===== config.mk =====
export PLATFORM = sky130hd
export DESIGN_NAME = irq_controller
export DESIGN_NICKNAME = d
export VERILOG_FILES = /design/src/rtl/irq_pkg.sv /design/src/rtl/irq_sync_edge.sv /design/src/rtl/irq_controller.sv
export SDC_FILE = /design/constraint.sdc
export NUM_CORES = 1
export LEC_CHECK = 0
export ABC_AREA = 1
export CAP_MARGIN = 0
export CORE_UTILIZATION = 44
export CTS_CLUSTER_SIZE = 24
export DETAILED_ROUTE_END_ITERATION = 10
export MAX_ROUTING_LAYER = met4
export PLACE_DENSITY = 0.79
export SYNTH_ARGS = -nofsm -noshare
export SYNTH_HDL_FRONTEND = slang
export SYNTH_SLANG_ARGS = --single-unit
export TNS_END_PERCENT = 5

===== constraint.sdc =====
create_clock -name clk -period 1.5 [get_ports clk]
set_input_delay 0.45 -clock clk [delete_from_list [all_inputs] [get_ports clk]]
set_output_delay 0.45 -clock clk [all_outputs]
set_load 0.01 [all_outputs]

===== src/rtl/irq_pkg.sv =====
// rtl/irq_pkg.sv - shared types and helpers for the interrupt controller
package irq_pkg;

  localparam int IRQ_ID_W = 4;
  localparam int IRQ_MAX  = 16;

  typedef enum logic [1:0] {
    ST_IDLE    = 2'd0,
    ST_REQ     = 2'd1,
    ST_SERVICE = 2'd2
  } irq_state_t;

  // Lowest set index wins; returns 0 when nothing is set.
  function automatic logic [IRQ_ID_W-1:0] prio_enc(input logic [IRQ_MAX-1:0] v);
    prio_enc = '0;
    for (int i = IRQ_MAX - 1; i >= 0; i--) begin
      if (v[i]) prio_enc = IRQ_ID_W'(i);
    end
  endfunction

endpackage


===== src/rtl/irq_sync_edge.sv =====
// rtl/irq_sync_edge.sv - one channel of 2-FF synchroniser plus rising-edge detect
module irq_sync_edge (
  input  logic clk,
  input  logic reset,
  input  logic din,
  output logic rise
);

  logic s1;
  logic s2;
  logic s3;

  always_ff @(posedge clk or posedge reset) begin
    if (reset) begin
      s1 <= 1'b0;
      s2 <= 1'b0;
      s3 <= 1'b0;
    end else begin
      s1 <= din;
      s2 <= s1;
      s3 <= s2;
    end
  end

  assign rise = s2 & ~s3;

endmodule


===== src/rtl/irq_controller.sv =====
// rtl/irq_controller.sv - N-channel edge-triggered fixed-priority interrupt controller
module irq_controller #(
  parameter int               N_IRQ      = 4,
  parameter int               VEC_W      = 10,
  parameter logic [VEC_W-1:0] VEC_BASE   = 10'h3F0,
  parameter int               VEC_STRIDE = 4,
  parameter logic [N_IRQ-1:0] EN_RST     = '1
) (
  input  logic             clk,
  input  logic             reset,
  input  logic [N_IRQ-1:0] irq_in,
  input  logic             en_we,
  input  logic [N_IRQ-1:0] en_wdata,
  input  logic             lost_clr,
  input  logic             irq_ack,
  input  logic             irq_eoi,
  output logic             irq_req,
  output logic [VEC_W-1:0] irq_vec,
  output logic [3:0]       irq_id,
  output logic [N_IRQ-1:0] pending,
  output logic [N_IRQ-1:0] irq_en,
  output logic [N_IRQ-1:0] lost,
  output logic             busy
);

  import irq_pkg::*;

  irq_state_t           state;
  logic [N_IRQ-1:0]     rise;
  logic [N_IRQ-1:0]     eligible;
  logic [N_IRQ-1:0]     ack_mask;
  logic [IRQ_MAX-1:0]   elig_ext;
  logic [IRQ_ID_W-1:0]  winner;
  logic [VEC_W-1:0]     vec_next;
  logic                 ack_fire;

  for (genvar gi = 0; gi < N_IRQ; gi++) begin : g_sync
    irq_sync_edge u_sync (
      .clk   (clk),
      .reset (reset),
      .din   (irq_in[gi]),
      .rise  (rise[gi])
    );
  end

  assign ack_fire = (state == ST_REQ) && irq_ack;

  always_comb begin
    eligible = pending & irq_en;
    elig_ext = '0;
    elig_ext[N_IRQ-1:0] = eligible;
    winner   = prio_enc(elig_ext);
    vec_next = VEC_BASE + VEC_W'(winner) * VEC_W'(VEC_STRIDE);
    ack_mask = '0;
    for (int i = 0; i < N_IRQ; i++) begin
      if (ack_fire && (irq_id == IRQ_ID_W'(i))) ack_mask[i] = 1'b1;
    end
  end

  // A new edge beats the ack-clear, and an edge racing its own ack is not a loss.
  always_ff @(posedge clk or posedge reset) begin
    if (reset) begin
      pending <= '0;
      lost    <= '0;
      irq_en  <= EN_RST;
    end else begin
      pending <= (pending & ~ack_mask) | rise;
      lost    <= (lost_clr ? '0 : lost) | (rise & pending & ~ack_mask);
      if (en_we) irq_en <= en_wdata;
    end
  end

  always_ff @(posedge clk or posedge reset) begin
    if (reset) begin
      state   <= ST_IDLE;
      irq_req <= 1'b0;
      irq_vec <= '0;
      irq_id  <= '0;
      busy    <= 1'b0;
    end else begin
      case (state)
        ST_IDLE: begin
          if (|eligible) begin
            irq_id  <= winner;
            irq_vec <= vec_next;
            irq_req <= 1'b1;
            state   <= ST_REQ;
          end
        end
        ST_REQ: begin
          if (irq_ack) begin
            irq_req <= 1'b0;
            busy    <= 1'b1;
            state   <= ST_SERVICE;
          end
        end
        ST_SERVICE: begin
          if (irq_eoi) begin
            busy  <= 1'b0;
            state <= ST_IDLE;
          end
        end
        default: begin
          irq_req <= 1'b0;
          busy    <= 1'b0;
          state   <= ST_IDLE;
        end
      endcase
    end
  end

endmodule


==> results of run 1 <==
stage by stage:
stage	total power [µW]	setup TNS (ns)	cell area (µm²)	hold WS, ns	instances
finish	2630	0	1730	0.356	207
global route	2810	-0.0171	1730	0.359	207
CTS	2580	-0.0556	1700	0.356	204
detailed placement	2180	-0.0703	1650	0.336	192
global placement	2130	0	1650	0.334	192
floorplan	1700	0	1260	0.331	129
flip-flops by register name, indices dropped and copies added, names as in the netlist:
| register | count |
|---|---|
| irq_en | 4 |
| state | 2 |
| busy | 1 |
| irq_req | 1 |
| g_sync.u_sync.s3 | 4 |
| g_sync.u_sync.s2 | 4 |
| irq_vec | 3 |
| lost | 4 |
| g_sync.u_sync.s1 | 4 |
| pending | 4 |
repair_timing:
action / CTS / global route
endpoints found under the setup margin: 24 / 12
endpoints found under the hold margin: 0 / 0
resized for setup: 43 / 17
setup buffers: 5 / 3
gates cloned: 0 / 0
area by class of cell:
type	count	area share (%)
flip-flops and latches	31	45.1
repair buffers	52	26.4
multi-input cells	70	19.4
inverters	17	3.68
clock buffers	6	2.96
well taps	30	2.16
clock inverters	1	0.289
worst paths after layout:
kind | start | end | cells after the start
max | irq_vec[3]$_DFFE_PP0P_ | irq_id[1] | 1
min | g_sync[1].u_sync.s1$_DFF_PP0_ | g_sync[1].u_sync.s2$_DFF_PP0_ | 0
max reg2reg | pending[0]$_DFF_PP0_ | irq_vec[8]$_DFFE_PP0P_ | 7
min reg2reg | g_sync[1].u_sync.s1$_DFF_PP0_ | g_sync[1].u_sync.s2$_DFF_PP0_ | 0
max in group asynchronous | reset | irq_en[2]$_DFFE_PP1P_ | 3
min in group asynchronous | reset | g_sync[2].u_sync.s1$_DFF_PP0_ | 3
layer usage:
layer	vias to the layer above	wire length, µm	global-route usage, %
met2	40	1450	31.8
met3	2	142	7.73
met4	0	10	3.21
met5	-	0	-
li1	472	-	-
met1	477	955	18.2
cells in the final DEF (no fill, tap or decap), types with 3 or more instances in the layout:
cell,netlist,layout
nand2_1,34,34
dfrtp_1,27,26
inv_1,14,14
clkdlybuf4s50_1,0,13
buf_4,11,12
nand3_1,11,11
dlygate4sd2_1,0,11
o21ai_0,5,5
nor2_1,5,5
clkbuf_4,0,5
buf_6,0,5
nand2_2,4,4
mux2_2,4,4
conb_1,1,4
dfstp_2,4,4
buf_2,0,4
inv_2,3,3
clkdlybuf4s15_1,0,3
clkbuf_2,0,3
logic make-up (layout without fill, tap and decap cells):
kind of cell    after synthesis  after routing  synth area share [%]
compound gates                5              5                  2.00
buf+inv                      28             76                  11.7
flops                        31             31                  62.3
mux                           4              4                  3.60
other cells                   1              4                 0.299
simple gates                 57             57                  20.1
power by group:
group	internal (µW)	switching, µW	total, µW
clock	217	256	472
sequential	1020	112	1130
combinational	469	555	1020
total	1710	923	2630
==> metrics.md, run 1 <==
| Metric | Value |
|---|---|
| Diode count | 0 |
| Total track usage | 17.8% |
| WP data required | 1.05 ns |
| Synth area leader | dfrtp_1 |
| Synth Register Bits | 31 |
| Number of global-route vias before repair | 985 |
| CTS H-tree depth | 2 |
| Slowest stage delay, CP | slightly above 0.4 ns |
| Synth cell types | 15 |
| Pre-CTS WS | -0.0335 ns |
| Post-DP HPWL | between 1500 and 2000 µm |
| Outcome | finished clean |
| Maximum clock path buffer count | 2 |
| CP Cell Sequence | dlygate4sd2_1 |
| Area contributors post-synth | dfrtp_1 (54%), nand2_1 (10%), dfstp_2 (8.4%), buf_4 (6.6%), nand3_1 (4.4%) |
| FP Rows | 18 |
| Initial Util | 48.4% |
| RSZ-0062 raised after global routing | yes |
| Drt pass-1 iters | 4 |
| Final setup vio count | 0 |
| Synthesized area per cell | roughly 9.9 µm² |
| Endpoints failing hold | 0 |
| Num ports | 42 |
| Pin count of the biggest net entering global routing | 32 |
| Mapped Cells | 126 |
| Iteration-0 DRC Markers | 24 |
| Final core utilization | 67.0% |
| Hold Crit Class | flip-flop to flip-flop |
| Final min period | between 1 and 1.5 ns |
| Ratio of cells with drive above 1 in the final layout | 27.7% |
| Die area | 3060 µm² |
| Final Cycle Share | 97.1% |
| Grt ovf | 0 |
| ANT nets after route | 0 |
| Vias per cell | 4.79 |
| Routed length per instance | 12.3 µm |
| First-pass GRT wire length | 4100 µm |
| Crit path arrival time | 1.01 ns |
| Mapped cell area | between 1000 and 1500 µm² |
| CTS tree | done |
| Area grow syn2layout | 38.5% |
| Fin. max-slew vios | 0 |
| Maximum fanout along the worst path | 3 |
| Synth warn | 0 |
| PD cells | between 1500 and 2000 nW/µm² |
| Core Area | 2590 µm² |
| Hold_buf cts | 0 |
| EDFF count, synth | 0 |
| DRT Wirelength | 2550 µm |
| Leak Pwr | around 0.00091 µW |
| Top cells by count, synth | nand2_1 (34), dfrtp_1 (27), inv_1 (14) |
| CTS Sinks | 31 |
| Clock skew | 0.00525 ns |
| CP top delay family | flip-flops |
| Die X | 55.4 µm |
| DRC | 0 |
| Fraction of registers with async set/reset | 100% |
| Total area of sequential cells | 782 µm² |
| Vias post-DR | around 990 |
| Endpoint class of the critical path | primary output |
| I/O Buffers | 37 |
| Initial antenna violation count | 0 |
| F_max | approximately 700 MHz |
| Fillers | 216 |
| Root Driver | clkbuf_4 |
| PnR worst setup slack | 0.0431 ns |
| Placer Congestion | 0.828 |
| Post-synth top flop | dfrtp_1 |
| Yosys top cell area share | between 50% and 60% |
| Count leader, synth | nand2_1 |
| WP buf/inv | 1 |
| Register-to-register setup slack | 0.18 ns |
| Worst IR Drop VDD | between 1000 and 1500 µV |
| CTS Buf Count | 5 |
| Startpoint Class | flip-flop |
| Sequential-to-total area share from yosys stat | 62.3% |
| Area of the multi-input gates | 337 µm² |
| Worst-Skew Late Latency | just over 0.3 ns |
| Nets | about 190 |
| Crit path kind | flip-flop to primary output |
| Die H | between 50 and 60 µm |
| Critical-path top delay cell | dfrtp_1 |
| CTS clk-pin slew, worst paths | ~0.090 ns |
| Max-Cap Viols | 0 |
Power figures use the tool's default switching activity.
==> run 2: changes to the inputs <==
HOLD_SLACK_MARGIN = 0.02   (was not set)
==> results of run 2 <==
Same layout as run 1: the final DEF is identical, and so are final timing and power.
